--- config.mk ---
export PLATFORM = sky130hd
export DESIGN_NAME = mole_scheduler
export DESIGN_NICKNAME = d
export VERILOG_FILES = /design/src/rtl/whack_pkg.sv /design/src/rtl/mole_lfsr.sv /design/src/rtl/mole_scheduler.sv
export SDC_FILE = /design/constraint.sdc
export NUM_CORES = 1
export LEC_CHECK = 0
export BUFFER_PORTS_ARGS = -buffer_cell sky130_fd_sc_hd__buf_2
export CORE_AREA = 2 2 118 120
export CTS_CLUSTER_DIAMETER = 40
export DETAILED_ROUTE_END_ITERATION = 8
export DIE_AREA = 0 0 120 122
export GPL_ROUTABILITY_DRIVEN = 1
export GPL_TIMING_DRIVEN = 0
export PLACE_DENSITY_LB_ADDON = 0.05
export SYNTH_ARGS = -nofsm -noshare
export SYNTH_HDL_FRONTEND = slang
export SYNTH_SLANG_ARGS = --single-unit
--- constraint.sdc ---
create_clock -name clk -period 3.7 [get_ports clk]
set_clock_uncertainty 0.2 [all_clocks]
set_input_delay 0.74 -clock clk [delete_from_list [all_inputs] [get_ports clk]]
set_output_delay 0.74 -clock clk [all_outputs]
set_load 0.02 [all_outputs]
--- src/rtl/whack_pkg.sv ---
// Shared definitions for the Whack-A-Mole game-phase controller.
package whack_pkg;

    typedef enum logic [2:0] {
        ST_IDLE = 3'd0,
        ST_GAP  = 3'd1,
        ST_UP   = 3'd2,
        ST_HIT  = 3'd3,
        ST_OVER = 3'd4
    } state_t;

    // Fibonacci LFSR x^8+x^6+x^5+x^4+1: feedback from bits 7,5,4,3 into bit 0
    localparam logic [7:0] LFSR_SEED   = 8'hA5;
    localparam logic [7:0] LFSR_TAPS   = 8'b1011_1000;
    localparam logic [7:0] SCORE_MAX   = 8'd99;
    // last ms index inside one second of the round timer
    localparam logic [9:0] SEC_LAST_MS = 10'd999;

    // One-hot difficulty -> mole up-time in ms; zero or multi-hot selects level 1
    function automatic logic [10:0] level_up_ms(input logic [7:0]  diff,
                                                input logic [10:0] base_ms,
                                                input logic [10:0] step_ms);
        logic [3:0] level;
        logic [3:0] ones;
        level = 4'd1;
        ones  = 4'd0;
        for (int k = 0; k < 8; k++) begin
            if (diff[k]) begin
                ones  = ones + 4'd1;
                level = 4'(k) + 4'd1;
            end else begin
                ones  = ones;
            end
        end
        if (ones != 4'd1) begin
            level = 4'd1;
        end else begin
            level = level;
        end
        return base_ms - (11'(level - 4'd1) * step_ms);
    endfunction

endpackage

--- src/rtl/mole_lfsr.sv ---
// 8-bit Fibonacci LFSR; step_pos previews the low 3 bits of the next value.
module mole_lfsr
    import whack_pkg::*;
(
    input  logic       clk,
    input  logic       rst_n,
    input  logic       step,
    output logic [2:0] step_pos
);

    logic [7:0] lfsr_q;
    logic [7:0] lfsr_d;
    logic [7:0] lfsr_nxt_s;

    // Next LFSR value and the hold/step choice
    always_comb begin
        lfsr_nxt_s = {lfsr_q[6:0], ^(lfsr_q & LFSR_TAPS)};
        step_pos   = lfsr_nxt_s[2:0];
        if (step) begin
            lfsr_d = lfsr_nxt_s;
        end else begin
            lfsr_d = lfsr_q;
        end
    end

    // LFSR register, seeded on reset
    always_ff @(posedge clk or negedge rst_n) begin
        if (!rst_n) begin
            lfsr_q <= LFSR_SEED;
        end else begin
            lfsr_q <= lfsr_d;
        end
    end

endmodule

--- src/rtl/mole_scheduler.sv ---
// Game-phase controller: runs one timed round of mole pop-ups and scores hits.
module mole_scheduler
    import whack_pkg::*;
#(
    parameter int TICK_CYCLES = 100000,
    parameter int ROUND_S     = 60,
    parameter int BASE_UP_MS  = 1600,
    parameter int STEP_MS     = 180,
    parameter int GAP_MS      = 300,
    parameter int HIT_MS      = 200,
    parameter int MISS_LIMIT  = 5
) (
    input  logic       clk,
    input  logic       rst_n,
    input  logic       start_game,
    input  logic [7:0] difficulty,
    input  logic [7:0] hit_btn,
    output logic [7:0] mole_led,
    output logic [7:0] score,
    output logic [3:0] miss_cnt,
    output logic [6:0] time_left,
    output logic       busy,
    output logic       game_over
);

    localparam int            PW         = (TICK_CYCLES > 1) ? $clog2(TICK_CYCLES) : 1;
    localparam logic [PW-1:0] PRESC_LAST = PW'(TICK_CYCLES - 1);

    state_t        st_q, st_d;
    logic [PW-1:0] presc_q, presc_d;
    logic [10:0]   ms_q, ms_d, ms_inc_s, up_ms_q, up_ms_d;
    logic [9:0]    sec_ms_q, sec_ms_d;
    logic [6:0]    time_left_q, time_left_d;
    logic [7:0]    score_q, score_d;
    logic [3:0]    miss_q, miss_d;
    logic [2:0]    pos_q, pos_d, step_pos_s, new_pos_s;
    logic [7:0]    btn_q, rise_s;
    logic [7:0]    mole_led_q, mole_led_d;
    logic          busy_q, busy_d, game_over_q, game_over_d;
    logic          tick_s, lfsr_step_s;

    mole_lfsr u_lfsr (
        .clk      (clk),
        .rst_n    (rst_n),
        .step     (lfsr_step_s),
        .step_pos (step_pos_s)
    );

    // Next-state, timers, counters and the registered output image
    always_comb begin
        tick_s      = (presc_q == PRESC_LAST);
        rise_s      = hit_btn & ~btn_q;
        ms_inc_s    = ms_q + 11'd1;
        new_pos_s   = (step_pos_s == pos_q) ? (step_pos_s + 3'd1) : step_pos_s;
        lfsr_step_s = 1'b0;
        st_d        = st_q;
        presc_d     = tick_s ? '0 : (presc_q + PW'(1));
        ms_d        = ms_q;
        sec_ms_d    = sec_ms_q;
        time_left_d = time_left_q;
        score_d     = score_q;
        miss_d      = miss_q;
        up_ms_d     = up_ms_q;
        pos_d       = pos_q;

        case (st_q)
            ST_IDLE: begin
                if (start_game) begin
                    st_d        = ST_GAP;
                    presc_d     = '0;
                    ms_d        = 11'd0;
                    sec_ms_d    = 10'd0;
                    time_left_d = 7'(ROUND_S);
                    score_d     = 8'd0;
                    miss_d      = 4'd0;
                    up_ms_d     = level_up_ms(difficulty, 11'(BASE_UP_MS), 11'(STEP_MS));
                end else begin
                    st_d = ST_IDLE;
                end
            end
            ST_GAP, ST_UP, ST_HIT: begin
                if (!start_game) begin
                    st_d = ST_IDLE;
                end else if (time_left_q == 7'd0) begin
                    st_d = ST_OVER;
                end else begin
                    // round clock only runs while a mole cycle is in play
                    if (tick_s) begin
                        ms_d = ms_inc_s;
                        if (sec_ms_q == SEC_LAST_MS) begin
                            sec_ms_d    = 10'd0;
                            time_left_d = time_left_q - 7'd1;
                        end else begin
                            sec_ms_d = sec_ms_q + 10'd1;
                        end
                    end else begin
                        ms_d = ms_q;
                    end
                    case (st_q)
                        ST_GAP: begin
                            if (tick_s && (ms_inc_s == 11'(GAP_MS))) begin
                                lfsr_step_s = 1'b1;
                                pos_d       = new_pos_s;
                                st_d        = ST_UP;
                                ms_d        = 11'd0;
                            end else begin
                                st_d = ST_GAP;
                            end
                        end
                        ST_UP: begin
                            // a hit edge beats a same-cycle timeout
                            if (rise_s[pos_q]) begin
                                score_d = (score_q >= SCORE_MAX) ? SCORE_MAX : (score_q + 8'd1);
                                st_d    = ST_HIT;
                                ms_d    = 11'd0;
                            end else if (tick_s && (ms_inc_s == up_ms_q)) begin
                                miss_d = miss_q + 4'd1;
                                st_d   = ((miss_q + 4'd1) == 4'(MISS_LIMIT)) ? ST_OVER : ST_GAP;
                                ms_d   = 11'd0;
                            end else begin
                                st_d = ST_UP;
                            end
                        end
                        default: begin
                            if (tick_s && (ms_inc_s == 11'(HIT_MS))) begin
                                st_d = ST_GAP;
                                ms_d = 11'd0;
                            end else begin
                                st_d = ST_HIT;
                            end
                        end
                    endcase
                end
            end
            ST_OVER: begin
                if (!start_game) begin
                    st_d = ST_IDLE;
                end else begin
                    st_d = ST_OVER;
                end
            end
            default: begin
                st_d = ST_IDLE;
            end
        endcase

        case (st_d)
            ST_GAP:  begin mole_led_d = 8'h00;         busy_d = 1'b1; game_over_d = 1'b0; end
            ST_UP:   begin mole_led_d = 8'd1 << pos_d; busy_d = 1'b1; game_over_d = 1'b0; end
            ST_HIT:  begin mole_led_d = 8'hFF;         busy_d = 1'b1; game_over_d = 1'b0; end
            ST_OVER: begin mole_led_d = 8'hFF;         busy_d = 1'b0; game_over_d = 1'b1; end
            default: begin mole_led_d = 8'h00;         busy_d = 1'b0; game_over_d = 1'b0; end
        endcase
    end

    // State, timer, counter and output registers
    always_ff @(posedge clk or negedge rst_n) begin
        if (!rst_n) begin
            st_q        <= ST_IDLE;
            presc_q     <= '0;
            ms_q        <= 11'd0;
            sec_ms_q    <= 10'd0;
            time_left_q <= 7'(ROUND_S);
            score_q     <= 8'd0;
            miss_q      <= 4'd0;
            up_ms_q     <= 11'(BASE_UP_MS);
            pos_q       <= 3'd0;
            btn_q       <= 8'h00;
            mole_led_q  <= 8'h00;
            busy_q      <= 1'b0;
            game_over_q <= 1'b0;
        end else begin
            st_q        <= st_d;
            presc_q     <= presc_d;
            ms_q        <= ms_d;
            sec_ms_q    <= sec_ms_d;
            time_left_q <= time_left_d;
            score_q     <= score_d;
            miss_q      <= miss_d;
            up_ms_q     <= up_ms_d;
            pos_q       <= pos_d;
            btn_q       <= hit_btn;
            mole_led_q  <= mole_led_d;
            busy_q      <= busy_d;
            game_over_q <= game_over_d;
        end
    end

    assign mole_led  = mole_led_q;
    assign score     = score_q;
    assign miss_cnt  = miss_q;
    assign time_left = time_left_q;
    assign busy      = busy_q;
    assign game_over = game_over_q;

endmodule

# After elaboration in Yosys (flattened, before gate mapping)
# Cells that the tools add are included.
# totals
ff_bits	100
inputBits	19
output_inout_bits	29
# op_classes
n_addsub	16
multipliers	1
n_lt_le_gt_ge	2
eq_ne	25
shift	1
n_mux	100
bitwise	2
n_reduce_logical	16
# op_table
cell	n
two-way mux 4 bit	38
two-way mux 11 bit	8
two-way mux 17 bit	3
two-way mux 10 bit	5
two-way mux 8 bit	6
case mux 11 bit (2 select lines)	2
two-way mux 3 bit	12
two-way mux 7 bit	5
adder 4 x 1 -> 4 bit (second input constant)	8
case mux 8 bit (2 select lines)	2
case mux 10 bit (2 select lines)	1
inequality test 2 bit (second input constant)	9
adder 17 x 1 -> 17 bit (second input constant)	1
== test 17 bit (second input constant)	1
case mux 7 bit (2 select lines)	1
== test 3 x 2 -> 1 bit (second input constant)	4
AND reduction 6 bit	2
adder 11 x 1 -> 11 bit (second input constant)	1
== test 11 bit	1
== test 11 x 8 -> 1 bit (second input constant)	1
== test 11 x 9 -> 1 bit (second input constant)	1
multiplier 11 x 6 -> 9 bit (second input constant)	1
subtractor 11 bit (first input constant)	1
adder 10 x 1 -> 10 bit (second input constant)	1
32 further kinds	48

# Depth between registers and ports, before layout
# depth
depth_word	38
mapped_depth	38

# Cells and area by module
# A second synthesis with hierarchy kept.
# unflattened
cells_unflattened	710
area_unflattened_um2	6506.2
# modules_own_cells
mod	instances	cells_each	area_per_inst_um2	seq_area_each_um2
mole_scheduler	1	688	6160.9	2260.9
mole_lfsr	1	22	345.3	205.2

# Least setup slack after synthesis
# OpenSTA, ideal clock, no wires.
# synth_timing
path_kind	input port to flip-flop
start	in difficulty[0]
end	reg up_ms_q[10]
t_arrival_ns	7.613
required_time_ns	3.414
setup_slack_ns	-4.199
path_stages	37
path_buffers	0
path_cell_list	inv_1 ha_1 xnor2_1 inv_1 ha_1 inv_1 a21boi_0 ha_1 nor2b_1 a311oi_2 ha_1 mux2_2 ha_1 nand2b_1 o21a_1 ha_1 a311o_1 a21oi_1 o211ai_2 inv_1 ha_1 inv_1 a31oi_2 and2_1 ha_1 ha_1 inv_1 fa_1 inv_1 ha_1 fa_1 a21o_1 a21oi_1 xnor2_1 xnor2_1 and3_1 o31ai_2
# synth_via
elab_chain_len	38
# synth_lines
element	line	text
start: declaration	mole_scheduler.sv:16	input logic [7:0] difficulty,
two-way mux 1 bit *	whack_pkg.sv:28	if (diff[k]) begin
two-way mux 4 bit *	mole_scheduler.sv:68	if (start_game) begin
two-way mux 4 bit *	mole_scheduler.sv:66	case (st_q)
adder 4 x 1 -> 4 bit	whack_pkg.sv:29	ones = ones + 4'd1;
two-way mux 4 bit *	whack_pkg.sv:28	
two-way mux 4 bit *	mole_scheduler.sv:68	
two-way mux 4 bit *	mole_scheduler.sv:66	
adder 4 x 1 -> 4 bit	whack_pkg.sv:29	
[... 22 more ...]	-	
two-way mux 4 bit *	mole_scheduler.sv:66	
inequality test 4 x 1 -> 1 bit *	whack_pkg.sv:35	if (ones != 4'd1) begin
two-way mux 4 bit *	whack_pkg.sv:35	
two-way mux 4 bit *	mole_scheduler.sv:68	
two-way mux 4 bit *	mole_scheduler.sv:66	
subtractor 4 x 1 -> 5 bit *	whack_pkg.sv:40	return base_ms - (11'(level - 4'd1) * step_ms);
multiplier 11 x 6 -> 9 bit *	whack_pkg.sv:40	
subtractor 11 bit *	whack_pkg.sv:40	
end signal: assignment	mole_scheduler.sv:166	up_ms_q <= 11'(BASE_UP_MS);
end signal: assignment	mole_scheduler.sv:180	up_ms_q <= up_ms_d;
end: declaration	mole_scheduler.sv:31	logic [10:0] ms_q, ms_d, ms_inc_s, up_ms_q, up_ms_d;
# Every way passes the cells marked *; elsewhere a longest branch is shown, timed or not. The select of a mux whose other input is x is not followed.
# A chain may end at the register's enable or synchronous reset.

# Final worst setup path
# layout_timing
start	in difficulty[1]
end	reg up_ms_q[10]
# layout_via
elab_chain_len	34
word_cells_on_any_way	41
classes_between	8 x add/sub; 1 x mul; 1 x eq/ne; 31 x mux
# layout_lines
element	line
two-way mux 4 bit	whack_pkg.sv:28
two-way mux 4 bit	mole_scheduler.sv:68
two-way mux 4 bit	mole_scheduler.sv:66
adder 4 x 1 -> 4 bit	whack_pkg.sv:29
two-way mux 4 bit	whack_pkg.sv:28
two-way mux 4 bit	mole_scheduler.sv:68
two-way mux 4 bit	mole_scheduler.sv:66
adder 4 x 1 -> 4 bit	whack_pkg.sv:29
[... 18 more ...]	-
two-way mux 4 bit	mole_scheduler.sv:66
inequality test 4 x 1 -> 1 bit	whack_pkg.sv:35
two-way mux 4 bit *	whack_pkg.sv:35
two-way mux 4 bit *	mole_scheduler.sv:68
two-way mux 4 bit *	mole_scheduler.sv:66
subtractor 4 x 1 -> 5 bit *	whack_pkg.sv:40
multiplier 11 x 6 -> 9 bit *	whack_pkg.sv:40
subtractor 11 bit *	whack_pkg.sv:40
# Marks and branches as above.

==> summary.txt <==
Status
  – Status: complete, but fails checks
  – Failing checks: setup timing

Power
  – Overall power: between 4 and 5 mW
  – Leakage power: roughly 3.5 nW
  – Max VDD drop: about 0.00065 V
  – Pwr Density: approximately 600 nW/µm²

Worst setup path
  – Slowest stage delay, CP: 0.62 ns
  – Worst path slowest cell: fa_2
  – Worst path most repeated cell: ha_4
  – Cell family with the largest share of critical-path delay: adder cells
  – R2R Setup Slk: 0.21 ns
  – R2R Path Start: ms_q[0]
  – Buf/Inv on CP: 8
  – R2R cell count: 11
  – CP Class: primary input to flip-flop
  – CP required: 3.77 ns
  – CP Launch Type: primary input
  – Worst-path fanout max: 3
  – R2r endpoint: miss_cnt[2]
  – Critical path arrival: roughly 7.4 ns
  – Crit end category: flip-flop

Synth
  – Post-synth ARST share: 100%
  – Main synth FF type: dfrtp_1
  – Count leader, synth: dfrtp_1
  – Post-synth EDFFs: 0
  – Area contributors post-synth: dfrtp_1 (33%), ha_1 (6.1%), xnor2_1 (5.2%)
  – Syn Inst Count: 709
  – FF+latch count, synth: 98
  – Seq/Total Area, Yosys: between 30% and 40%
  – Yosys top cell by area: dfrtp_1
  – Synth Area per Inst: between 9 and 10 µm²
  – Post-Syn Area: between 6000 and 7000 µm²
  – Post-synth top area share: 33.2%
  – Ys Warns: 0
  – Most instantiated cells after synthesis: dfrtp_1 (87), nand2_1 (70), nor2_1 (56)
  – Post-synth cell types: 84

Layout
  – Proportion of layout cells with a drive suffix above 1: between 20% and 30%
  – Ant. Diodes: 0
  – Fin cells: approximately 980
  – Nets: between 800 and 900
  – Final core utilization: between 50% and 60%
  – Syn-to-layout area delta: 21.6%
  – Fill cells: approximately 1200
  – Final Cell Area: 7980 µm²

CTS
  – Worst-path clk slew: roughly 0.070 ns
  – Htree depth: 3
  – Clock root cell: clkbuf_16
  – Clk_lat worst skew: 0.35 ns
  – CTS buffer count: 9
  – # hold bufs at CTS: 0
  – CTS tree: built
  – Maximum clock path buffer count: 2
  – Clk sinks: 98

Placed design
  – Port Buffer Count: 42
  – Dpl cell area: about 7200 µm²
  – GP Congestion: ~0.8
  – Hpwl dp: between 10 and 15 mm
  – Placed Instances: 933

Floorplan
  – Die width: approximately 120 µm
  – Io pins: 48
  – Core outline area: 13500 µm²
  – Site Rows: 43
  – Die height: 122 µm
  – Starting Density: 48.6%
  – Die area: between 10000 and 15000 µm²

Timing
  – Tmin final: roughly 7.3 ns
  – Hold Violations, Final: 0
  – Worst-margin pin slew: between 1 and 1.5 ns
  – F_max: around 140 MHz
  – Final Setup Violations: 9
  – Final period utilization: 197%
  – Slew HR: between 30 and 40%
  – Slew Limit Fails: 0
  – Final WS setup: -3.60 ns
  – Unrepaired setup endpoints after global routing: true
  – Fin Hold WS: approximately 0.15 ns

Detailed routing
  – Routed Antenna Nets: 0
  – Vias/cell: around 5.5
  – DRC viols: 0
  – Vias: 5391
  – Initial DRC count: 287
  – Drt wl/cell: 15.2 µm
  – Pre-antenna DRT Iters: 6
  – Routed WL: roughly 15 mm

Global route
  – GRT Util Overall: a little over a fifth
  – Residual overflow from global routing: 0
  – Vias in the first global route: between 5000 and 6000
  – First-pass GRT wire length: approximately 25 mm
  – Initial antenna violation count: 0
  – Pin count of the biggest net entering global routing: 62

Run
  – Max-cap violations: 0

Min path
  – Hold WC Path Type: primary input to asynchronous set/reset pin
layout by cell type, fill, tap and decap left out, drive strengths merged, types with 4 or more instances in the layout:
master,instances
a21o,4
a21oi,28
a31oi,17
and2,5
and3,14
buf,88
clkbuf,26
dfrtp,87
dfstp,11
fa,4
ha,32
inv,47
mux2,10
nand2,72
nand2b,15
nand3,35
nand4,19
nor2,56
nor2b,6
nor3,17
nor4,5
o21ai,41
o31ai,16
or2,6
or3,11
xnor2,41
xor2,25
sequential cells by signal, indices dropped and copies added, names as in the netlist:
name / flops
u_lfsr.lfsr_q: 8
sec_ms_q: 10
miss_cnt: 4
up_ms_q: 9
pos_q: 3
mole_led: 8
score: 8
game_over: 1
ms_q: 11
btn_q: 8
st_q: 3
busy: 1
time_left: 7
presc_q: 17
stage by stage:
step	TNS (ns)	setup slack (ns)
floorplan	-22.80	-3.69
detailed placement	-28.73	-4.44
finish	-22.36	-3.60
global route	-24.49	-3.88
global placement	-28.06	-4.34
CTS	-21.52	-3.52
how the worst max path moves through the flow:
stage,cells after the start,endpoint,start
3_3_place_gp,38,up_ms_q[10],difficulty[1]
5_1_grt,37,up_ms_q[9],difficulty[1]
4_1_cts,38,up_ms_q[10],difficulty[1]
2_1_floorplan,37,up_ms_q[10],difficulty[1]
6_report,38,up_ms_q[10],difficulty[1]
3_5_place_dp,38,up_ms_q[10],difficulty[1]
power by group:
| part | internal (mW) | switching [mW] | leakage (nW) | total [mW] |
|---|---|---|---|---|
| logic | 1.23 | 1.20 | 2.07 | 2.42 |
| registers | 1.24 | 0.146 | 1.27 | 1.38 |
| clock network | 0.478 | 0.456 | 0.143 | 0.934 |
| total | 2.94 | 1.80 | 3.49 | 4.74 |
repair_timing:
| action | in CTS | in global routing |
|---|---|---|
| setup endpoints to repair | 9 | 18 |
| pin swaps | 30 | 20 |
| gates resized for setup | 27 | 17 |
| buffers inserted | 22 | 11 |
area by class of cell:
type	instances	area [µm²]	area share, %
clock buffers	9	225	2.82
clock inverters	7	70.1	0.878
repair buffers	76	536	6.71
multi-input cells	540	4140	51.9
plain buffers	29	143	1.79
well taps	180	225	2.82
flip-flops and latches	98	2470	30.9
inverters	43	179	2.24
routing by layer:
layer  global-route usage [%]  vias up  share of wire (%)
met5                        0        -                  0
met4                     7.35        0                1.4
met3                     2.43       16                2.8
met2                     37.1       92                 50
met1                     27.3     2605                 46
li1                         -     2678                  -
cell families (layout without fill, tap and decap cells):
family / count (synthesis) / in the layout / share of synthesized area [%]
simple gates: 274 / 274 / 21.5
compound gates: 146 / 146 / 16.3
flops: 98 / 98 / 37.6
buf+inv: 72 / 164 / 4.63
xor+xnor: 69 / 69 / 10.3
fa+ha+maj: 36 / 36 / 7.32
mux: 13 / 13 / 2.36
other cells: 1 / 2 / 0.0571
Note: power is estimated with default switching activity, not from simulation.
